===== src/rtl/swo_pkg.sv =====
`default_nettype none
// ---------------------------------------------------------------------------
// swo_pkg : SWO source mode constants and controller state encoding. Rev 1.0
// ---------------------------------------------------------------------------
package swo_pkg;

  localparam logic [1:0] SWO_MODE_OFF   = 2'd0;
  localparam logic [1:0] SWO_MODE_MANCH = 2'd1;
  localparam logic [1:0] SWO_MODE_UART  = 2'd2;

  typedef enum logic [1:0] {
    ST_IDLE  = 2'd0,
    ST_FLUSH = 2'd1,
    ST_RUN   = 2'd2
  } swo_state_e;

  // Reserved mode 3 behaves like off.
  function automatic logic swo_mode_runs(input logic [1:0] mode);
    return (mode == SWO_MODE_MANCH) || (mode == SWO_MODE_UART);
  endfunction

endpackage
`default_nettype wire


===== src/rtl/swo_byte_fifo.sv =====
`default_nettype none
// ---------------------------------------------------------------------------
// swo_byte_fifo : synchronous byte FIFO, push/pop with full/empty. Rev 1.0
// ---------------------------------------------------------------------------
module swo_byte_fifo #(
  parameter int DEPTH = 4,
  parameter int AW    = $clog2(DEPTH)
) (
  input  logic       clk,
  input  logic       rst_n,
  input  logic       clr,
  input  logic       push,
  input  logic [7:0] din,
  input  logic       pop,
  output logic [7:0] dout,
  output logic       accepted,
  output logic       full,
  output logic       empty
);

  logic [7:0]  mem [DEPTH];
  logic [AW:0] wr_ptr;
  logic [AW:0] rd_ptr;
  logic        do_pop;

  assign empty    = (wr_ptr == rd_ptr);
  assign full     = (wr_ptr[AW] != rd_ptr[AW]) && (wr_ptr[AW-1:0] == rd_ptr[AW-1:0]);
  assign do_pop   = pop && !empty;
  // A pop frees the slot being written when full, so both proceed.
  assign accepted = push && (!full || do_pop) && !clr;
  assign dout     = empty ? 8'h00 : mem[rd_ptr[AW-1:0]];

  always_ff @(posedge clk or negedge rst_n) begin
    if (!rst_n) begin
      wr_ptr <= '0;
      rd_ptr <= '0;
    end else if (clr) begin
      wr_ptr <= '0;
      rd_ptr <= '0;
    end else begin
      if (accepted) wr_ptr <= wr_ptr + 1'b1;
      if (do_pop)   rd_ptr <= rd_ptr + 1'b1;
    end
  end

  always_ff @(posedge clk) begin
    if (accepted) mem[wr_ptr[AW-1:0]] <= din;
  end

endmodule
`default_nettype wire


===== src/rtl/swo_source_ctrl.sv =====
`default_nettype none
// ---------------------------------------------------------------------------
// swo_source_ctrl : selects Manchester/UART SWO decoder onto one byte stream.
// Optional statistics: define SWO_SOURCE_CTRL_STATS_EN.            Rev 1.0
// ---------------------------------------------------------------------------
module swo_source_ctrl
  import swo_pkg::*;
#(
  parameter int FIFO_DEPTH   = 4,
  parameter int RESET_CYCLES = 8,
  parameter int IDLE_TIMEOUT = 65535
) (
  input  logic        clk,
  input  logic        rst,
  input  logic        cfg_we,
  input  logic [1:0]  cfg_mode,
  output logic        dec_rst,
  input  logic        manch_avail,
  input  logic [7:0]  manch_byte,
  input  logic        uart_avail,
  input  logic [7:0]  uart_byte,
  output logic        out_valid,
  output logic [7:0]  out_data,
  input  logic        out_ready,
  output logic [1:0]  active_mode,
  output logic [7:0]  overflow_cnt,
  output logic        idle
`ifdef SWO_SOURCE_CTRL_STATS_EN
  ,
  output logic [31:0] byte_cnt,
  output logic [7:0]  sync_loss_cnt
`endif
);

  swo_state_e  state, state_nxt;
  logic [1:0]  mode_q;
  logic [7:0]  flush_cnt;
  logic        manch_prev, uart_prev;
  logic [16:0] idle_cnt;
  logic        manch_ev, uart_ev, sel_ev;
  logic        push_req, fifo_clr, accepted, full, empty;

  always_ff @(posedge clk or negedge rst) begin
    if (!rst) state <= ST_IDLE;
    else      state <= state_nxt;
  end

  always_comb begin
    state_nxt = state;
    if (cfg_we) begin
      state_nxt = ST_FLUSH;
    end else if (state == ST_FLUSH && flush_cnt == 8'd0) begin
      state_nxt = swo_mode_runs(mode_q) ? ST_RUN : ST_IDLE;
    end
  end

  always_ff @(posedge clk or negedge rst) begin
    if (!rst) begin
      mode_q    <= SWO_MODE_OFF;
      flush_cnt <= '0;
    end else if (cfg_we) begin
      mode_q    <= cfg_mode;
      flush_cnt <= 8'(RESET_CYCLES - 1);
    end else if (state == ST_FLUSH && flush_cnt != 8'd0) begin
      flush_cnt <= flush_cnt - 8'd1;
    end
  end

  // Toggle history tracks every cycle so stale strobes never count later.
  always_ff @(posedge clk or negedge rst) begin
    if (!rst) begin
      manch_prev <= 1'b0;
      uart_prev  <= 1'b0;
    end else begin
      manch_prev <= manch_avail;
      uart_prev  <= uart_avail;
    end
  end

  assign manch_ev = manch_avail ^ manch_prev;
  assign uart_ev  = uart_avail ^ uart_prev;
  assign sel_ev   = (mode_q == SWO_MODE_MANCH) ? manch_ev :
                    (mode_q == SWO_MODE_UART)  ? uart_ev  : 1'b0;
  assign push_req = (state == ST_RUN) && !cfg_we && sel_ev;
  assign fifo_clr = (state != ST_RUN) || cfg_we;

  swo_byte_fifo #(.DEPTH(FIFO_DEPTH)) u_fifo (
    .clk      (clk),
    .rst_n    (rst),
    .clr      (fifo_clr),
    .push     (push_req),
    .din      ((mode_q == SWO_MODE_UART) ? uart_byte : manch_byte),
    .pop      (out_ready),
    .dout     (out_data),
    .accepted (accepted),
    .full     (full),
    .empty    (empty)
  );

  assign out_valid   = !empty;
  assign dec_rst     = (state != ST_RUN);
  assign active_mode = (state == ST_RUN) ? mode_q : SWO_MODE_OFF;

  always_ff @(posedge clk or negedge rst) begin
    if (!rst) begin
      overflow_cnt <= '0;
    end else if (cfg_we) begin
      overflow_cnt <= '0;
    end else if (push_req && !accepted && full && overflow_cnt != 8'hFF) begin
      overflow_cnt <= overflow_cnt + 8'd1;
    end
  end

  // Saturates at the timeout so idle holds until the next event.
  always_ff @(posedge clk or negedge rst) begin
    if (!rst) begin
      idle_cnt <= '0;
    end else if (fifo_clr || push_req) begin
      idle_cnt <= '0;
    end else if (idle_cnt != 17'(IDLE_TIMEOUT)) begin
      idle_cnt <= idle_cnt + 17'd1;
    end
  end

  assign idle = (idle_cnt == 17'(IDLE_TIMEOUT));

`ifdef SWO_SOURCE_CTRL_STATS_EN
  logic idle_q;

  always_ff @(posedge clk or negedge rst) begin
    if (!rst) begin
      byte_cnt      <= '0;
      sync_loss_cnt <= '0;
      idle_q        <= 1'b0;
    end else begin
      idle_q <= idle;
      if (cfg_we)        byte_cnt <= '0;
      else if (accepted) byte_cnt <= byte_cnt + 32'd1;
      if (idle && !idle_q && sync_loss_cnt != 8'hFF)
        sync_loss_cnt <= sync_loss_cnt + 8'd1;
    end
  end
`endif

endmodule
`default_nettype wire


===== config.mk =====
export PLATFORM = sky130hd
export DESIGN_NAME = swo_source_ctrl
export DESIGN_NICKNAME = d
export VERILOG_FILES = /design/src/rtl/swo_pkg.sv /design/src/rtl/swo_byte_fifo.sv /design/src/rtl/swo_source_ctrl.sv
export SDC_FILE = /design/constraint.sdc
export NUM_CORES = 1
export LEC_CHECK = 0
export BUFFER_PORTS_ARGS = -buffer_cell sky130_fd_sc_hd__buf_2
export CAP_MARGIN = 5
export CORE_MARGIN = 10
export CORE_UTILIZATION = 50
export CTS_CLUSTER_DIAMETER = 60
export CTS_CLUSTER_SIZE = 10
export DETAILED_ROUTE_END_ITERATION = 10
export GPL_TIMING_DRIVEN = 0
export PLACE_DENSITY_LB_ADDON = 0.05
export SLEW_MARGIN = 20
export SYNTH_ARGS = -nofsm -noshare
export SYNTH_HDL_FRONTEND = slang
export SYNTH_SLANG_ARGS = --single-unit

===== constraint.sdc =====
create_clock -name clk -period 4.32 [get_ports clk]
set_input_delay 0.864 -clock clk [delete_from_list [all_inputs] [get_ports clk]]
set_output_delay 0.864 -clock clk [all_outputs]
set_load 0.02 [all_outputs]

## Word-level counts from Yosys, hierarchy flattened

Memory sizes are Yosys's and may differ from the RTL's.
Cells that the tools add are included.

- Output and inout bits: 21
- Memories: 1
- Register bits after elaboration: 45
- Memory bits (writable): 32
- Logic and storage cells: 76
- Input port bits: 24

- Reductions and logical operators: 28
- Bitwise logic cells: 2
- $add $sub $neg: 5
- Mux-type cells: 20
- Equal/unequal tests: 11

Memories:

| memory | words | bits a word | read ports | clocked after Yosys merged registers in | write ports | RTL line | text |
|---|---|---|---|---|---|---|---|
| u_fifo.mem | 4 | 8 | 1 | 0 | 1 | swo_byte_fifo.sv:21 | `logic [7:0] mem [DEPTH];` |

Operator list:

| operator | count |
|---|---|
| $mux 8 | 6 |
| $mux 17 | 2 |
| $add 17x1->17 const B | 1 |
| $eq 17x16->1 const B | 1 |
| $ne 17x16->1 const B | 1 |
| $mux 3 | 4 |
| $reduce_bool 2->1 | 6 |
| $logic_and 1x1->1 | 11 |
| $add 8x1->8 const B | 1 |
| $logic_not 8->1 | 1 |
| $mux 2 | 4 |
| $ne 8x8->1 const B | 1 |
| $reduce_bool 8->1 | 1 |
| $sub 8x1->8 const B | 1 |
| $add 3x1->3 const B | 2 |
| $logic_not 1->1 | 5 |
| $eq 2x1->1 const B | 2 |
| $eq 2x2->1 const B | 2 |
| $logic_or 1x1->1 | 4 |
| $mux 1 | 4 |
| $eq 3x3->1 | 1 |
| $eq 2x2->1 | 1 |
| $ne 2x2->1 const B | 1 |
| $xor 1x1->1 | 2 |
| $ne 1x1->1 | 1 |

## Depth between registers and ports, before layout

- Word-level depth: 12
- Mapped depth: 11
- Mapped depth without buffers: 10

## Cells and area by module

A second synthesis with hierarchy kept.

- Cells, all modules: 321
- Area, all modules: 3940.0 um2

Modules (own cells, without submodules):

| module | seq. area each (um2) | instances | cells an instance | area an instance (um2) |
|---|---|---|---|---|
| swo_source_ctrl | 975.9 | 1 | 217 | 2177.1 |
| swo_byte_fifo | 1111.1 | 1 | 104 | 1762.9 |

## Worst setup path before layout

No wires, ideal clock.

- Kind: input port to flip-flop
- From: in cfg_we
- To: mem u_fifo.mem[3][0] (enable)
- Slack: 1.871 ns
- Buffers on the path: 2
- Arrival time: 2.109 ns
- Library setup time: 0.340 ns
- Stages on the path: 5
- Cells stage by stage: buf_4 or2_0 buf_2 nor3b_1 and2_1

- Cells in the longest elaborated chain, start to end: 7
- Elaborated cells between the ends (all ways): 9
- Classes of those cells: 2 x mux; 7 x reduce/logical

RTL lines:

| what | RTL line | text |
|---|---|---|
| start: declaration | swo_source_ctrl.sv:15 | `input logic cfg_we,` |
| $logic_not 1->1 | swo_source_ctrl.sv:84 | `assign push_req = (state == ST_RUN) && !cfg_we && sel_ev;` |
| $logic_and 1x1->1 (2 in a row) | swo_source_ctrl.sv:84 |  |
| $logic_and 1x1->1 | swo_byte_fifo.sv:30 | `assign accepted = push && (!full \|\| do_pop) && !clr;` |
| $logic_and 1x1->1 (*) | swo_byte_fifo.sv:30 |  |
| $mux 1 (*) | swo_byte_fifo.sv:47 | `if (accepted) mem[wr_ptr[AW-1:0]] <= din;` |
| $mux 1 (implied by the code) (*) | swo_byte_fifo.sv:47 |  |
| end: declaration | swo_byte_fifo.sv:21 |  |

Mark *: on every way between the ends. The rest lies on a longest branch, timed or not.

## Final worst setup path

- From: reg u_fifo.rd_ptr[0]
- To: out out_data[2]

- Cells in the longest elaborated chain, start to end: 2
- Elaborated cells between the ends (all ways): 3
- Classes of those cells: 1 x eq/ne; 1 x mux; 1 x memory

RTL lines:

| what | RTL line | text |
|---|---|---|
| start: declaration | swo_byte_fifo.sv:23 | `logic [AW:0] rd_ptr;` |
| start signal: assignment | swo_byte_fifo.sv:42 | `if (do_pop) rd_ptr <= rd_ptr + 1'b1;` |
| $mem_v2 4x8 or $eq 3x3->1 (tied branches) | - |  |
| $mux 8 (*) | swo_byte_fifo.sv:31 | `assign dout = empty ? 8'h00 : mem[rd_ptr[AW-1:0]];` |
| end: declaration | swo_source_ctrl.sv:23 | `output logic [7:0] out_data,` |

Marked as above.

==> results by group <==
Routing
  • 1st-iter DRT viols: 39
  • DRT Pass-1 Iters: 4
  • DRC viols: 0
  • Vias per inst: 5.11
  • Via count: 2369
  • Post-DRT Antenna Nets: 0
  • Drt wl/cell: 15.1 um
  • Drt total wl: 6990 um

Logic synthesis
  • Post-Syn Instances: 306
  • FF+latch count, synth: 77
  • Sequential area share after synthesis: between 50% and 60%
  • Yosys warns: 0
  • Syn_nets: between 300 and 400
  • Synth Area per Inst: 12.4 um^2
  • Synth Cell Area: 0.00378 mm^2
  • Cell variety after synth: 43

Die
  • Core ar.: 0.00729 mm^2
  • Initial core utilization: 51.9%
  • Row cnt: 31
  • Die area: 0.0114 mm^2
  • Die Width: 107 um
  • I/O pin cnt: 45
  • Die Span Y: 107 um

Clocking
  • Worst skew pair latency: 360 ps
  • CTS H-tree lvls: 3
  • Sinks on Clock Net: 77
  • Hold-fix buffers at CTS: 0
  • CTS clock-pin slew for the worst setup and hold paths: 80 ps
  • Clock buffer count from CTS: 9
  • CTS Root Cell: clkbuf_8
  • PostCTS Resize Cnt: 0
  • CTS tree: done
  • Post-CTS setup buffers: 0
  • Max Root-Sink Buffers: 2

Worst setup path
  • Worst EP required: about 3500 ps
  • Slowest stage cell on the critical path: dfrtp_1
  • R2R cell count: 11
  • Top delay family on crit path: buffers and inverters
  • CP Cell Sequence: buf_6, xnor2_4, nand3_1, clkbuf_1, and2_1, buf_2
  • Worst EP arrival: 1900 ps
  • Crit Path Category: flop to output pin
  • WP buf/inv: 3
  • Worst setup EP type: output pin
  • Critical Path Fanout Max: 10
  • Crit path launch type: flop
  • Critical Path Max Stage Delay: 400 ps
  • WP depth: 6

Final layout
  • Diodes inserted: 0
  • Fillcell total: 648
  • Area growth, synth to finish: 13.9%
  • Commonest cells after routing, fill and taps aside: nor2_1, dfrtp_1, buf_2, edfxtp_1, nand2_1
  • Layout cells sized above 1: 22.7%
  • Final Cell Area: 0.00431 mm^2
  • Final #Nets: 396

Timing
  • Slew at the pin closest to its max-slew limit: 604 ps
  • Post-route clock skew: 15.8 ps
  • Final hold vios: 0
  • Setup tns final: 0 ps
  • Slew Viols, Final: 0
  • Final setup violating endpoints: 0
  • Relative slew slack: 59.7%
  • Final worst-path cycle share: 63.9%
  • Max Fclk: 0.362 GHz
  • RSZ-0062 raised after global routing: false
  • Period minus WS final: 2760 ps

Hold path
  • Hold path depth: 1
  • Hold/Removal Path Class: flop to flop

Power
  • Sequential Power Share: between 50% and 60%
  • Peak VDD IR: 0.160 mV
  • Clock power share: 37.7%
  • Total power: 0.00136 W
  • Cell Pwr Density: 316 mW/mm^2
  • Comb power frac: 5.3%
  • Static leakage: between 1.5 and 2 nW
  • Sw Share: 24.9%
  • P_sw: 0.000339 W
  • Internal power: 0.00102 W

Place
  • Placed Instance Area: about 0.004 mm^2
  • PortBufs: 43
  • GPL Wtd Cong: roughly 0.76
  • DP HPWL: 4980 um

GRT
  • Antenna violations before repair: 0
  • Largest net degree at the start of global routing: 46
  • Number of global-route vias before repair: about 2400
  • GRT Util Overall: 12.8%
  • Global-route wire length before repair: 11800 um
  • Total grt overflow: 0

Status
  • Outcome: finished clean

Job
  • Max Cap Violations: 0
==> cells in the mapped netlist, drive strengths merged <==
| cell | number | area, um^2 |
|---|---|---|
| and2 | 13 | 81.3 |
| a211o | 2 | 17.5 |
| and2b | 1 | 8.76 |
| ha | 12 | 150 |
| mux4 | 8 | 210 |
| nand4 | 5 | 31.3 |
| and3 | 4 | 26.3 |
| or2 | 1 | 6.26 |
| o31ai | 1 | 7.51 |
| a21oi | 6 | 30.0 |
| or3 | 3 | 18.8 |
| mux2 | 9 | 101 |
| nor2b | 4 | 25.0 |
| nor4 | 4 | 40.0 |
| a22oi | 1 | 7.51 |
| nand4b | 3 | 32.5 |
| inv | 10 | 37.5 |
| a31oi | 1 | 6.26 |
| or4 | 1 | 11.3 |
| nor2 | 45 | 169 |
| nand2b | 5 | 31.3 |
| mux2i | 4 | 40.0 |
| nand3 | 11 | 55.1 |
| dfrtp | 45 | 1130 |
| xor2 | 14 | 123 |
| nor3b | 3 | 22.5 |
| a21o | 1 | 7.51 |
| nand2 | 16 | 60.1 |
| buf | 5 | 42.5 |
| xnor2 | 17 | 186 |
| clkbuf | 5 | 28.8 |
| o21ai | 6 | 30.0 |
| a31o | 2 | 17.5 |
| nor3 | 5 | 25.0 |
| edfxtp | 32 | 961 |
| and3b | 1 | 8.76 |
==> sequential cells by signal (all words and copies together), names as in the netlist <==
signal         count
u_fifo.rd_ptr      3
u_fifo.wr_ptr      3
state              2
overflow_cnt       8
uart_prev          1
manch_prev         1
idle_cnt          17
mode_q             2
u_fifo.mem        32
flush_cnt          8
==> final timing paths <==
path | startpoint | endpoint | slack [ps]
max reg2reg | idle_cnt[7]$_DFFE_PN0P_ | idle_cnt[9]$_DFFE_PN0P_ | 1800
min in group asynchronous | rst | flush_cnt[1]$_DFFE_PN0P_ | 500
min reg2reg | flush_cnt[1]$_DFFE_PN0P_ | flush_cnt[1]$_DFFE_PN0P_ | 490
max in group asynchronous | rst | mode_q[1]$_DFFE_PN0P_ | 3420
max | u_fifo.rd_ptr[0]$_DFFE_PN0P_ | out_data[2] | 1560
min | flush_cnt[1]$_DFFE_PN0P_ | flush_cnt[1]$_DFFE_PN0P_ | 490
==> power by group through the flow <==
stage	sequential, W	clock [W]	combinational (W)
floorplan	0.000791	0	0.0000431
global placement	0.000791	0	0.0000727
detailed placement	0.000791	0	0.0000743
CTS	0.000776	0.000525	0.0000745
global route	0.000776	0.000559	0.0000828
finish	0.000776	0.000513	0.0000726
==> area by class of cell <==
type                    instances  area (um^2)  share of cell area (%)
plain buffers                  10         71.3                    1.66
clock buffers                   9          124                    2.87
clock inverters                 7         60.1                    1.39
inverters                      10         37.5                   0.871
multi-input cells             209         1590                    36.8
flip-flops and latches         77         2090                    48.4
well taps                      99          124                    2.87
repair buffers                 43          218                    5.05
==> worst reg2reg max path, cell delays in order, from the launching register on <==
cell      delay (ps)
dfrtp_1          430
nand4_1          200
nor2_1           190
nand2_1           70
nor3_1           200
ha_1             200
clkbuf_1         260
nand4b_1         280
nor2_1           140
and3_1           220
xnor2_1          130
nor2_1            50
==> metal layers <==
layer | up-vias | part of all wire (%) | track usage [%]
met5 | - | 0 | 0
met1 | 1141 | 47 | 16.2
met4 | 0 | 1.6 | 5.80
met2 | 31 | 47 | 20.2
li1 | 1186 | - | -
met3 | 11 | 4.1 | 3.17
==> per-stage QoR <==
stage | util, % | std cells | hold WS [ps] | setup slack (ps)
after floorplan | - | 306 | 459 | 1870
after global placement | 56.5 | 448 | 472 | 1570
after detailed placement | 56.5 | 448 | 477 | 1540
after CTS | 59.1 | 464 | 496 | 1510
after global routing | 59.1 | 464 | 528 | 1410
final | 59.1 | 464 | 492 | 1560
==> kinds of logic after synthesis <==
logic type | count (synthesis) | share of synthesized area, %
adders and majority gates | 12 | 3.97
DFF | 77 | 55.2
xor gates and xnor gates | 31 | 8.17
buffers and inverters | 20 | 2.88
and+or+nand+nor | 125 | 17.3
AOI/OAI and AO/OA | 20 | 3.27
muxes | 21 | 9.29
No activity file was read; power rests on OpenSTA's default activity.
